### src/rtl/ofmap_packer.sv
// Packs a stream of 8-bit rescaled elements into one NUM_BYTES-wide output word
// and hands it off with a valid/ready handshake; single-buffered (FILL/OUT).
module ofmap_packer #(
  parameter int NUM_BYTES = 40,
  parameter int CNT_W     = 10
) (
  input  logic                   clk,
  input  logic                   rst_n,
  input  logic [7:0]             byte_i,
  input  logic                   byte_valid_i,
  output logic                   byte_ready_o,
  output logic [8*NUM_BYTES-1:0] ofmap_o,
  output logic                   valid_o,
  input  logic                   ready_i,
  input  logic                   clear_i,
  output logic [5:0]             fill_o,
  output logic [CNT_W-1:0]       frame_cnt_o
);

  typedef enum logic {
    FILL = 1'b0,
    OUT  = 1'b1
  } state_e;

  localparam logic [5:0] LAST_IDX = 6'(NUM_BYTES - 1);

  state_e                 state_q;
  logic [8*NUM_BYTES-1:0] ofmap_q;
  logic [5:0]             fill_q;
  logic                   valid_q;
  logic [CNT_W-1:0]       frame_cnt_q;

  // NOTE: non-blocking assignments throughout so every register samples the
  // pre-edge value of the others; blocking here would create ordering races.
  // NOTE: the word register is reset too, because its zero state is observable
  // on ofmap_o during and after reset, not merely a don't-care storage array.
  always_ff @(posedge clk or negedge rst_n) begin
    if (!rst_n) begin
      state_q     <= FILL;
      ofmap_q     <= '0;
      fill_q      <= '0;
      valid_q     <= 1'b0;
      frame_cnt_q <= '0;
    end else if (clear_i) begin
      // Abort drops any partial or pending word; the hand-off count survives.
      state_q <= FILL;
      ofmap_q <= '0;
      fill_q  <= '0;
      valid_q <= 1'b0;
    end else begin
      case (state_q)
        FILL: begin
          if (byte_valid_i) begin
            for (int k = 0; k < NUM_BYTES; k++) begin
              if (fill_q == 6'(k)) ofmap_q[8*k +: 8] <= byte_i;
            end
            fill_q <= fill_q + 6'd1;
            if (fill_q == LAST_IDX) begin
              state_q <= OUT;
              valid_q <= 1'b1;
            end
          end
        end
        OUT: begin
          if (valid_q && ready_i) begin
            state_q     <= FILL;
            valid_q     <= 1'b0;
            fill_q      <= '0;
            frame_cnt_q <= frame_cnt_q + CNT_W'(1);
          end
        end
        default: state_q <= FILL;
      endcase
    end
  end

  // Ready comes from state alone so upstream never sees a path from ready_i.
  assign byte_ready_o = (state_q == FILL);
  assign ofmap_o      = ofmap_q;
  assign valid_o      = valid_q;
  assign fill_o       = fill_q;
  assign frame_cnt_o  = frame_cnt_q;

endmodule

### config.mk
export PLATFORM = sky130hd
export DESIGN_NAME = ofmap_packer
export DESIGN_NICKNAME = d
export VERILOG_FILES = /design/src/rtl/ofmap_packer.sv
export SDC_FILE = /design/constraint.sdc
export NUM_CORES = 1
export LEC_CHECK = 0
export CORE_UTILIZATION = 50
export CTS_CLUSTER_DIAMETER = 50
export DETAILED_ROUTE_END_ITERATION = 8
export GPL_ROUTABILITY_DRIVEN = 0
export PLACE_DENSITY = 0.84
export SYNTH_ARGS = -nofsm -noshare
export SYNTH_HDL_FRONTEND = slang
export SYNTH_SLANG_ARGS = --single-unit
### constraint.sdc
create_clock -name clk -period 4 [get_ports clk]
set_input_delay 0.8 -clock clk [delete_from_list [all_inputs] [get_ports clk]]
set_output_delay 0.8 -clock clk [all_outputs]
set_load 0.005 [all_outputs]
# Word level (Yosys, flattened, before mapping)
# Cells that the tools add are included.
# op_classes
eq_ne	43
mux	57
reduce_logical	86
addsub	2
bitwise_logic	2
# ops
cell	n
2-to-1 mux 320 bit	3
2-to-1 mux 8 bit	40
AND reduction 3 bit	42
== test 6 x 5 -> 1 bit (second input constant)	16
nonzero test 2 bit	41
== test 6 x 4 -> 1 bit (second input constant)	8
== test 6 bit (second input constant)	8
== test 6 x 3 -> 1 bit (second input constant)	4
2-to-1 mux 6 bit	3
== test 6 x 2 -> 1 bit (second input constant)	2
one-hot mux 6 bit (2 select lines)	1
adder 10 x 1 -> 10 bit (second input constant)	1
2-to-1 mux 1 bit	8
adder 6 x 1 -> 6 bit (second input constant)	1
== test 6 x 1 -> 1 bit (second input constant)	1
logical NOT 6 bit	1
inequality test 3 x 2 -> 1 bit (second input constant)	2
one-hot mux 1 bit (2 select lines)	2
inequality test 3 x 1 -> 1 bit (second input constant)	1
inequality test 2 bit (second input constant)	1
NOT 1 bit	2
AND reduction 2 bit	1
logical AND 1 bit	1
# totals
register_bits	338
input_bits	13
out_inout_bits	338

# Depth between registers and ports, before layout
# Gate-level depths: netlist of the first run.
# logic_depth
ltp_word	5
mapped_depth	7

# Least setup slack after synthesis of the first run
# Ideal clock, no wire load.
# synth_timing
path_kind	input to register
start	in byte_valid_i
end	reg ofmap_q[256], in the netlist ofmap_o[256]
n_path_buf	2
setup_time_ps	79
setup_slack_ps	2108
required_time_ps	3921
path_stages	5
arrival_ps	1813
cell_sequence	buf_2 > nor3b_4 > and4_1 > buf_4 > mux2i_1
# synth_via
elab_chain_cells	2
# synth_lines
item	line_no	rtl
start, declared	10	input logic byte_valid_i,
nonzero test 2 bit (no source line)	--	
AND reduction 3 bit (no source line)	--	
end signal, assigned by index	55	if (fill_q == 6'(k)) ofmap_q[8*k +: 8] <= byte_i;
end, declared	28	logic [8*NUM_BYTES-1:0] ofmap_q;
# Every way passes these cells.
# A chain may end at the register's enable or synchronous reset.

# Worst setup path in the final report of the first run
# layout_timing
start	reg fill_q[5], in the netlist fill_o[5]
end	out fill_o[5]
# layout_rtl
item	line_no	rtl
start, declared	29	logic [5:0] fill_q;
start signal, assigned	57	fill_q <= fill_q + 6'd1;
end, declared	16	output logic [5:0] fill_o,
# No word-level cell between the ends.

==> run summary, run 1 <==
CP Class: flip-flop to output pin
Final setup fails: 0
Antenna Cells: 0
Hold_ws: 303 ps
I/O Buffers: 350
Worst EP required: 3200 ps
Fraction of layout instances using a drive strength above 1: 0.0719
Top-area cell type share of the netlist area: 0.556
Peak supply drop: 0.285 mV
Class of the worst hold path: input pin to asynchronous set/reset pin
Mapped cell area: 0.0152 mm^2
Leakage Power: 0.00797 uW
Initial core utilization: 0.510
Final Max Slew Viols: 0
Critical Path Fanout Max: 26
Crit-path max cell delay: 1050 ps
Vias: 14,300
CP Buf/Inv Count: 1
GRT met3 Usage: 0.0696
Hold buffers post-CTS: 0
CTS Sinks: 338
Area grow syn2layout: 31.3%
EDFF count, synth: 0
Final Critical Period: 3080 ps
H-Tree Depth: 2
Commonest cells after routing, fill and taps aside: clkdlybuf4s50_1, dfrtp_1, a21oi_1, nand3_1, o21ai_0
Clock Latency Late Sink: 520 ps
Highest Clock Rate: 0.325 GHz
Register bit count reported by yosys: 338
Post-synth top area cell: dfrtp_1
Net Count, Synth: 1,604
Die area: 0.0311 mm^2
DR DRC count: 0
Total CTS buffers: 38
Setup WS pre-CTS: 925 ps
GRT overflow: 0
Clk buf depth: 3
CTS tree: done
Setup TNS: 0 ps
Row count: 63
Wire per inst: 23.6 um
Final net count: 1,827
Netlist cell types: 47
YS warnings: 0
Post-CTS Resized: 0
RSZ-0062 raised after global routing: no
Startpoint Class: flip-flop
Post-synth ARST share: 1.00
First-pass GRT wire length: 79.8 mm
Initial antenna violation count: 0
Critical Path, Cell by Cell: clkdlybuf4s50_1
Hpwl dp: 31.0 mm
Ys flop type: dfrtp_1
Total GRT Usage: 0.333
Post-Synthesis Cells: 1,586
PnR worst setup slack: 919 ps
Vias in the first global route: 13,600
Most Crowded Layer GR: met2
MaxCap Viol Count: 0
Setup bufs post-CTS: 0
CP arrival: 2280 ps
Die height: 176 um
Worst-Margin Slew: 1300 ps
Sequential element share of the synthesized area: 0.556
Top delay family on crit path: flip-flops
Root buf cell: clkbuf_16
I/O Pins: 351
GR Layer Usage met2: 0.528
Via density: 6.42
Crit. End Element: output pin
Post-Route WL: 52.5 mm
Drt pass-1 iters: 5
Syn avg cell area: 9.59 um^2
Maximum number of pins on one net before global-route repair: 127
Status: completed
Final Hold Fails: 0
Drt initial violations: 1,813
Slew HR: 0.130
Skew final: 14.4 ps
Clock transition at the registers of the reported paths: 60 ps
Die W: 176 um
Core area: 0.0298 mm^2
Met1 Use GR: 0.434
Tcrit/Tclk final: 0.770
Cell Pwr Density: 373 mW/mm^2
Top cells by area, synth: dfrtp_1, a21oi_1, nand3_1
DRT antenna net count: 0
CP max stage cell: dfrtp_1
Commonest non-fill, non-tap cell in the layout: clkdlybuf4s50_1
[final cells by class]
cell class                 instances  area (um^2)
tap                              390          488
fill                            2261         9830
multi-input combinational       1042         5870
clock inverter                    11          149
sequential                       338         8460
inverter                           6         22.5
clock buffer                      55         1160
timing repair buffer             383         3820
[metal layers]
metal,vias up,routed length [um]
li1,6067,-
met1,7025,19500
met2,996,24600
met3,190,5820
met4,0,2540
met5,-,0
[kinds of logic after synthesis]
| logic type | share of synthesized area |
|---|---|
| AO/OA/AOI/OAI | 0.194 |
| XOR/XNOR | 0.00576 |
| adder cells (fa/ha/maj) | 0.00411 |
| buffers and inverters | 0.0624 |
| flip-flops | 0.556 |
| multiplexers | 0.0211 |
| AND/OR/NAND/NOR | 0.156 |
[where the power goes]
group | switching [uW] | total, uW | internal [uW]
logic | 306 | 391 | 85.3
clock network | 1400 | 3610 | 2210
registers | 11.6 | 3440 | 3430
[path summary, 6_finish.rpt]
path,start,to,slack [ps],depth (start not counted)
worst max register to register,fill_o[5],ofmap_o[147],1250,3
worst max-delay path,fill_o[5],fill_o[5],920,1
worst min-delay path,rst_n,ofmap_o[245],300,1
min in group clk,frame_cnt_o[9],frame_cnt_o[9],470,1
worst min register to register,frame_cnt_o[9],frame_cnt_o[9],470,1
max in group asynchronous,rst_n,ofmap_o[64],2710,2
[cell usage after synthesis (2+ instances only)]
cell type,number
nand4bb_1,4
or3b_2,3
nand3b_1,5
nor4_1,2
nor3_1,4
and3b_1,4
buf_4,9
nand3_2,2
nor3b_4,3
buf_2,53
nand3_1,293
dfrtp_1,338
or3b_1,2
nand2b_1,43
o31ai_1,2
clkbuf_1,114
buf_6,10
xor2_1,6
nand4b_2,2
buf_1,14
and4b_1,5
mux2i_1,32
o21ai_0,245
nor3b_2,3
nand2_1,8
xnor2_1,4
o21ai_1,46
nor4bb_1,2
nand4_1,2
a21oi_1,293
nor2_1,4
inv_1,6
and4bb_1,2
ha_1,5
nand4b_1,3
or3_1,2
[state kept, by name, summed over array words and instances, names as in the netlist]
| register | count |
|---|---|
| fill_o | 6 |
| frame_cnt_o | 10 |
| ofmap_o | 320 |
| valid_o | 1 |
| state_q | 1 |
[metrics by stage]
step | instance area (um^2) | power, uW | instances | util
finish | 20000 | 7450 | 2225 | 0.670
detailed placement | 18700 | 3890 | 2159 | 0.626
CTS | 20000 | 7480 | 2225 | 0.670
global placement | 18700 | 3890 | 2159 | 0.626
global route | 20000 | 7660 | 2225 | 0.670
floorplan | 15200 | 3690 | 1586 | -
Power figures use the tool's default switching activity.
==> run 2: changes to the inputs <==
==> constraint.sdc (replaced) <==
create_clock -name clk -period 3 [get_ports clk]
set_input_delay 0.6 -clock clk [delete_from_list [all_inputs] [get_ports clk]]
set_output_delay 0.6 -clock clk [all_outputs]
set_load 0.005 [all_outputs]
==> run 2 against run 1 <==
Effect of this change:
- via count increased by 1.9%
- clock power increased by 26%
- global-route usage increased by 1.1 points
- die area unchanged
- critical path depth increased by 3
- clock skew increased by 0.60 ps
- non-clock buffer count increased by 28
- largest power group is now sequential cells
- core utilization increased by 0.42 points
- hold slack got worse by 210 ps
- combinational power increased by 42%
- first-iteration DRC count increased by 1.2%
- largest cell class unchanged
==> run summary, run 2 (synthesis gave the netlist of run 1 again) <==
Status: completed (unchanged)
Placed cell count: 2,187 (was 2,159)
Initial core utilization: 0.510 (unchanged)
Max reg flops: 320 (unchanged)
RSZ-0062 raised after global routing: no (unchanged)
GRT overflow: 0 (unchanged)
Critical Path, Cell by Cell: buf_4 -> or3b_1 -> o21ai_0 -> a21oi_1 (was clkdlybuf4s50_1)
Leakage Power: 0.00807 uW (was 0.00797 uW)
Clk buf depth: 3 (unchanged)
First-pass GRT wire length: 82.0 mm (was 79.8 mm)
Fraction of layout instances using a drive strength above 1: 0.0853 (was 0.0719)
Highest Clock Rate: 0.385 GHz
Drt initial violations: 1,834 (was 1,813)
Vias: 14,500 (was 14,300)
Setup TNS: 0 ps (unchanged)
I/O Pins: 351 (unchanged)
Hold_ws: 95.0 ps (was 303 ps)
Non-Filler Instances: 2,254 (was 2,225)
Area grow syn2layout: 32.2% (was 31.3%)
Die height: 176 um (unchanged)
Worst EP required: 3420 ps (was 3200 ps)
Post-Route WL: 54.1 mm (was 52.5 mm)
CP Buf/Inv Count: 1 (unchanged)
Final setup fails: 0 (unchanged)
Total CTS buffers: 38 (unchanged)
Crit-path max cell delay: 1020 ps (was 1050 ps)
Initial antenna violation count: 0 (unchanged)
CTS Sinks: 338 (unchanged)
Skew final: 15.0 ps (was 14.4 ps)
Total GRT Usage: 0.344 (was 0.333)
Hpwl dp: 32.9 mm (was 31.0 mm)
Maximum number of pins on one net before global-route repair: 164 (was 127)
Worst-Margin Slew: 1300 ps (about the same)
Final instance area: 0.0201 mm^2 (was 0.0200 mm^2)
Clock Latency Late Sink: 520 ps (about the same)
Die area: 0.0311 mm^2 (unchanged)
Wire per inst: 24.0 um (was 23.6 um)
Final Max Slew Viols: 0 (unchanged)
CTS tree: done (unchanged)
Hold buffers post-CTS: 0 (unchanged)
H-Tree Depth: 2 (unchanged)
CP Class: flip-flop to flip-flop (was flip-flop to output pin)
Class of the worst hold path: input pin to asynchronous set/reset pin (unchanged)
Die W: 176 um (unchanged)
Dpl cell area: 0.0189 mm^2 (was 0.0187 mm^2)
MaxCap Viol Count: 0 (unchanged)
Final Critical Period: 2600 ps
Cell Pwr Density: 483 mW/mm^2 (was 373 mW/mm^2)
Startpoint Class: flip-flop (unchanged)
Drt pass-1 iters: 5 (unchanged)
Tcrit/Tclk final: 0.867
Final Hold Fails: 0 (unchanged)
CP max stage cell: or3b_1 (was dfrtp_1)
CP arrival: 3020 ps (was 2280 ps)
Root buf cell: clkbuf_16 (unchanged)
DR DRC count: 0 (unchanged)
Core area: 0.0298 mm^2 (unchanged)
Clock transition at the registers of the reported paths: 60 ps (about the same)
Crit. End Element: flip-flop (was output pin)
Post-CTS Resized: 0 (unchanged)
Vias in the first global route: 14,200 (was 13,600)
Antenna Cells: 0 (unchanged)
Critical Path Fanout Max: 32 (was 26)
Slew HR: 0.135 (was 0.130)
Via density: 6.45 (was 6.42)
Setup bufs post-CTS: 0 (unchanged)
Peak supply drop: 0.390 mV (was 0.285 mV)
I/O Buffers: 350 (unchanged)
Top delay family on crit path: simple AND/OR/NAND/NOR gates (was flip-flops)
Commonest cells after routing, fill and taps aside: clkdlybuf4s50_1, dfrtp_1, a21oi_1, nand3_1, o21ai_0 (unchanged)
Commonest non-fill, non-tap cell in the layout: clkdlybuf4s50_1 (unchanged)
Final design utilization: 0.674 (was 0.670)
DRT antenna net count: 0 (unchanged)
Fillers: 2,261 (unchanged)
Row count: 63 (unchanged)
Final net count: 1,855 (was 1,827)
[run 2: path summary, 6_finish.rpt]
kind,start,to,slack (ps),cells after the start
setup / recovery,fill_o[3],ofmap_o[181],400,4
hold / removal,rst_n,ofmap_o[209],100,1
setup reg to reg,fill_o[3],ofmap_o[181],400,4
hold reg to reg,frame_cnt_o[9],frame_cnt_o[9],470,1
max in group asynchronous,rst_n,ofmap_o[151],2020,2
min in group clk,frame_cnt_o[9],frame_cnt_o[9],470,1
[run 2: layout make-up]
class / count / area [um^2] / area share
clock buffer: 56 / 1130 / 0.0562
sequential: 338 / 8460 / 0.421
inverter: 6 / 22.5 / 0.00112
multi-input combinational: 1042 / 5870 / 0.292
clock inverter: 11 / 104 / 0.00517
tap: 390 / 488 / 0.0243
timing repair buffer: 411 / 4020 / 0.200
[run 2: power breakdown]
group / switching (uW) / total (uW) / leakage [uW] / internal [uW]
registers: 15.3 / 4590 / 0.00471 / 4580
clock network: 1840 / 4550 / 0.000608 / 2710
logic: 424 / 557 / 0.00276 / 133
total: 2280 / 9700 / 0.00807 / 7420
[run 2: per-layer routing]
metal / global-route usage / vias up / wire length (um)
met1: 0.434 / 7154 / 19600
met4: 0.181 / 0 / 2740
li1: - / 6155 / -
met2: 0.547 / 1026 / 25800
met5: 0 / - / 0
met3: 0.0857 / 209 / 5900
[run 2: stage by stage]
stage                     setup WS [ps]  total power (uW)
after floorplan                    1160              4920
after global routing                286              9980
final                               399              9700
after detailed placement            431              5220
after global placement              518              5210
after CTS                           431              9740
==> variant 1, RTL diff (config.mk and constraints of run 2) <==
Reset style: synchronous (`rst_n`), changed in one clocked block.
--- a/src/rtl/ofmap_packer.sv
+++ b/src/rtl/ofmap_packer.sv
@@ -35,5 +35,5 @@
   // NOTE: the word register is reset too, because its zero state is observable
   // on ofmap_o during and after reset, not merely a don't-care storage array.
-  always_ff @(posedge clk or negedge rst_n) begin
+  always_ff @(posedge clk) begin
     if (!rst_n) begin
       state_q     <= FILL;
Function: not settled (the Yosys comparison gave no result); the edit may change what the design does.
==> variant 1 against run 2 <==
- setup slack gained 0.15 ns
- area after synthesis shrank 17%
- count of clock-buffer cells in the layout shrank 4
- sequential cell count is the same
- critical path depth shrank 1
- final area shrank 12%
- synthesized cell count shrank 24%
- clock skew grew 0.00092 ns
- routed wire length shrank 30%
- maximum frequency grew 5.9%
- highest routed layer unchanged
Power is not compared: it rests on default switching activity, and its combinational part moved more than twofold at a synthesized area within 25%.
==> variant 1: results (changes against run 2) <==
synth:
  synth_cell_types: 38  # -19%
  synthAdderAreaFrac: 0.00493  # +0.000817
  synth.top_cells.by_area: "dfxtp_1, mux2i_1, nand2_1, buf_2, nand3_2"
  synthArstFlopShare: 0  # -1.00
  ys_warn_count: 0  # unchanged
  synth-main-ff-cell: "dfxtp_1"
  ys_seq_area_frac: 0.533  # -0.0228
  yosys.area_share.xor_xnor: 0.000690  # -0.00507
  muxShareOfSynthArea: 0.256  # +0.235
  synth_top_area_share: 0.533  # -0.0228
  ys_top_cells_by_count: "nand2_1, dfxtp_1, mux2i_1, buf_2, nand3_2"
  syn_nets: 1223  # -24%
  synth_compound_area_frac: 0.0113  # -0.183
routing:
  route.met2.wl_um: 18200  # -29%
  drtIter0Drc: 697  # -62%
  wl_met1_um: 15600  # -20%
  dr_wl_met3_um: 2490  # -58%
  postRouteAntennaNets: 0  # unchanged
  vias: 10100  # -31%
  routed_wirelength_um: 37700  # -30%
global_routing:
  use_met1: 0.340  # -0.0940
  grtUsageMet2: 0.487  # -0.0603
  antenna_found_initial: 1  # +1
  grt_use_met3: 0.0652  # -0.0205
  grt_usage: 0.284  # -0.0596
  grt_max_degree: 94  # -43%
  grt_first_pass_wirelength_um: 57600  # -30%
timing:
  worst_pin_slew_ns: 1.19  # -0.103 ns
  fin_worst_skew_ns: 0.0159  # +0.000917 ns
clocking:
  cts_resized: 0  # unchanged
  clk_latency_ns: 0.51
  cts_buffers: 36  # -5.3%
power:
  peakVddDrop_uv: 423
  pg_seq_mw: 4.50
finish:
  area_growth_pct: 38.8
  final_nets: 1550  # -16%
  drive_gt1_frac: 0.0886  # +0.00333
  fill_cells: 1810  # -20%
place:
  dp_hpwl_um: 25300  # -23%
  place_area_um2: 16400  # -13%
critical_path:
  path_max_fanout: 12  # -63%
  worstPathArrival_ns: 2.82  # -0.20 ns
status:
  status: "complete, no violations"
hold_path:
  hold_class: "reg -> reg"
[variant 1: cell count changes in the layout (fill, tap and decap cells not counted), sizes merged, moves of 282 or more]
cell,run 2,this run
nand2,8,348
dfrtp,338,0
a21oi,293,11
dfxtp,0,338
o21ai,291,2
mux2i,32,325
[variant 1: stage by stage]
step / setup WS [ns] / instances
detailed placement: 0.467 / 1818
floorplan: 1.42 / 1205
finish: 0.545 / 1882
CTS: 0.555 / 1881
global route: 0.384 / 1882
global placement: 0.523 / 1818
[variant 1: final cells by class]
type / count / share of cell area
Sequential cell: 338 / 0.384
Clock inverter: 11 / 0.00718
Timing Repair Buffer: 376 / 0.212
Tap cell: 324 / 0.0230
Multi-Input combinational cell: 775 / 0.310
Antenna cell: 1 / 0.000142
Inverter: 5 / 0.00107
Clock buffer: 52 / 0.0615
[variant 1: logic make-up (layout without fill, tap and decap cells)]
group / after synthesis / count (layout)
xor+xnor: 1 / 1
fa+ha+maj: 5 / 5
simple gates: 421 / 421
buf+inv: 92 / 444
flops: 338 / 338
mux: 325 / 325
other cells: 0 / 1
compound gates: 23 / 23
[variant 1: final timing paths]
kind	end	slack, ns	from	depth (start not counted)
setup / recovery	ofmap_o[27]$_SDFFE_PP0P_	0.55	fill_o[3]$_SDFFE_PP0P_	3
hold / removal	ofmap_o[39]$_SDFFE_PP0P_	0.46	ofmap_o[39]$_SDFFE_PP0P_	2
setup reg to reg	ofmap_o[27]$_SDFFE_PP0P_	0.55	fill_o[3]$_SDFFE_PP0P_	3
hold reg to reg	ofmap_o[39]$_SDFFE_PP0P_	0.46	ofmap_o[39]$_SDFFE_PP0P_	2
[variant 1: critical path, cell delays in order (launching register included)]
cell	delay, ns
dfxtp_1	0.46
nor2_1	0.97
nand3_2	0.63
mux2i_1	0.25
==> variant 2, RTL diff (flow settings as in run 2) <==
Made on the original files. `CNT_W`: 10 -> 20.
--- a/src/rtl/ofmap_packer.sv
+++ b/src/rtl/ofmap_packer.sv
@@ -3,5 +3,5 @@
 module ofmap_packer #(
   parameter int NUM_BYTES = 40,
-  parameter int CNT_W     = 10
+  parameter int CNT_W     = 20
 ) (
   input  logic                   clk,
Interface: changed (resized frame_cnt_o); port bits go from 351 to 361. No check against the original RTL was run, so the function may have changed too.
==> variant 2 against run 2 <==
- clock skew shrank 0.0059 ns
- area after synthesis shrank 4.8%
- non-clock buffer count shrank 11
- clock power grew 4%
- total power grew 5.0%
- setup slack gained 0.15 ns
- routed wire length shrank 20%
- synthesized cell count shrank 19%
- first-iteration DRC count shrank 57%
- sequential power grew 4.8%
- sequential cell count grew 10
- final area shrank 1.4%
- critical endpoint is now fill_o[2]
- largest power group unchanged
==> variant 2: results (changes against run 2) <==
critical_path:
  r2r_end: "ofmap_o[311]$_DFFE_PN0P_"
  crit_path_max_incr_delay_ns: 0.68  # -0.34 ns
  worstPathArrival_ns: 1.85  # -1.17 ns
  worstReg2RegStart: "fill_o[0]$_DFFE_PN0P_"
  crit_slowest_cell: "dfrtp_1"
  crit_start: "fill_o[2]$_DFFE_PN0P_"
  reg2reg_depth: 5  # +1
  r2r_slack_ns: 0.57  # +0.17 ns
  crit_family: "flip-flops"
  path_max_fanout: 15  # -53%
routing:
  drtIter0Drc: 790  # -57%
  drt_first_pass_iters: 6  # +1
  routed_wirelength_um: 43300  # -20%
  via_per_inst: 5.47  # -15%
synth:
  synth_cell_types: 41  # -13%
  syn_nets: 1304  # -19%
  ys_seq_area_frac: 0.601  # +0.0451
  ys_top_cells_by_count: "dfrtp_1, mux2i_1, o21ai_0, nor2_1, nand2_1"
power:
  power.leakage_nw: 8.93  # +11%
  peakVddDrop_uv: 503  # +29%
global_routing:
  grt_usage: 0.294  # -0.0497
  grt_use_met3: 0.0936  # +0.00791
  grt_max_degree: 139  # -15%
  grt_pass1_vias: 11400  # -20%
  antenna_found_initial: 1  # +1
  use_met1: 0.363  # -0.0707
  grtUsageMet2: 0.484  # -0.0630
  grt_first_pass_wirelength_um: 66100  # -19%
place:
  dp_slack_ns: 0.173  # -0.258 ns
  portBuffers: 360  # +2.9%
  dp_hpwl_um: 28600  # -13%
  place_area_um2: 18500  # -1.8%
timing:
  whs_ns: 0.0621  # -0.0329 ns
  relSlewSlack: 0.169  # +0.0335
  fin_worst_skew_ns: 0.00908  # -0.00594 ns
clocking:
  cts_buffers: 40  # +5.3%
finish:
  drive_gt1_frac: 0.0791  # -0.00619
  fill_cells: 1957  # -13%
  final_nets: 1646  # -11%
status:
  status: "complete, no violations"
## variant 2: changes by cell type after synthesis, sizes merged, moves of 7 or more
cell	run 2	this run
a21oi	293	34
a41oi	0	7
buf	86	15
clkbuf	114	85
dfrtp	338	348
mux2i	32	176
nand2	8	105
nand2b	43	65
nand3	295	26
nand3b	5	60
nor2	4	145
o21ai	291	144
xor2	6	13
## variant 2: area by class of cell
class                           count  area (µm²)  share of cell area
Antenna cell                        2        5.00            0.000253
Clock buffer                       52        1100              0.0554
Clock inverter                     19         180             0.00909
Inverter                            8        30.0             0.00152
Multi-Input combinational cell    829        5340               0.270
Sequential cell                   348        8710               0.440
Tap cell                          378         473              0.0239
Timing Repair Buffer              400        3970               0.201
## variant 2: worst register-to-register path: cells and delay by family (launching register included)
| family | cells | cell delay (ns) |
|---|---|---|
| fa+ha+maj | 1 | 0.28 |
| flops | 1 | 0.46 |
| buf+inv | 2 | 0.31 |
| compound gates | 2 | 1.21 |
## variant 2: how the worst max path moves through the flow
stage	to	slack, ns	cells after the start
detailed placement	ofmap_o[311]$_DFFE_PN0P_	0.17	4
CTS	fill_o[2]	0.56	1
finish	fill_o[2]	0.55	1
global placement	ofmap_o[207]$_DFFE_PN0P_	0.29	6
floorplan	ofmap_o[176]$_DFFE_PN0P_	1.09	7
global route	ofmap_o[294]$_DFFE_PN0P_	0.34	5
## variant 2: routing by layer
metal  share of wire  wire length, µm  vias to the layer above
met4           0.033             1410                        0
met1            0.40            17400                     5575
met3           0.086             3740                       95
met2            0.48            20800                      428
li1                -                -                     5032
met5               0                0                        -
## variant 2: through the flow
stage,std cells,power [mW]
global placement,1963,5.54
detailed placement,1963,5.56
global route,2034,10.5
finish,2036,10.2
CTS,2034,10.3
floorplan,1285,5.15
## variant 2: kinds of logic after synthesis
| group | count (synthesis) | share of synthesized area |
|---|---|---|
| adder cells (fa/ha/maj) | 6 | 0.00518 |
| XOR/XNOR | 23 | 0.0139 |
| buffers and inverters | 108 | 0.0298 |
| flip-flops | 348 | 0.601 |
| AO/OA/AOI/OAI | 187 | 0.0667 |
| AND/OR/NAND/NOR | 437 | 0.161 |
| multiplexers | 176 | 0.122 |
## variant 2: power by group
part	internal, mW	leakage [nW]	switching, mW
Combinational	0.255	3.52	0.401
Clock	2.78	0.637	1.93
Sequential	4.77	4.78	0.0455
Total	7.81	8.93	2.38
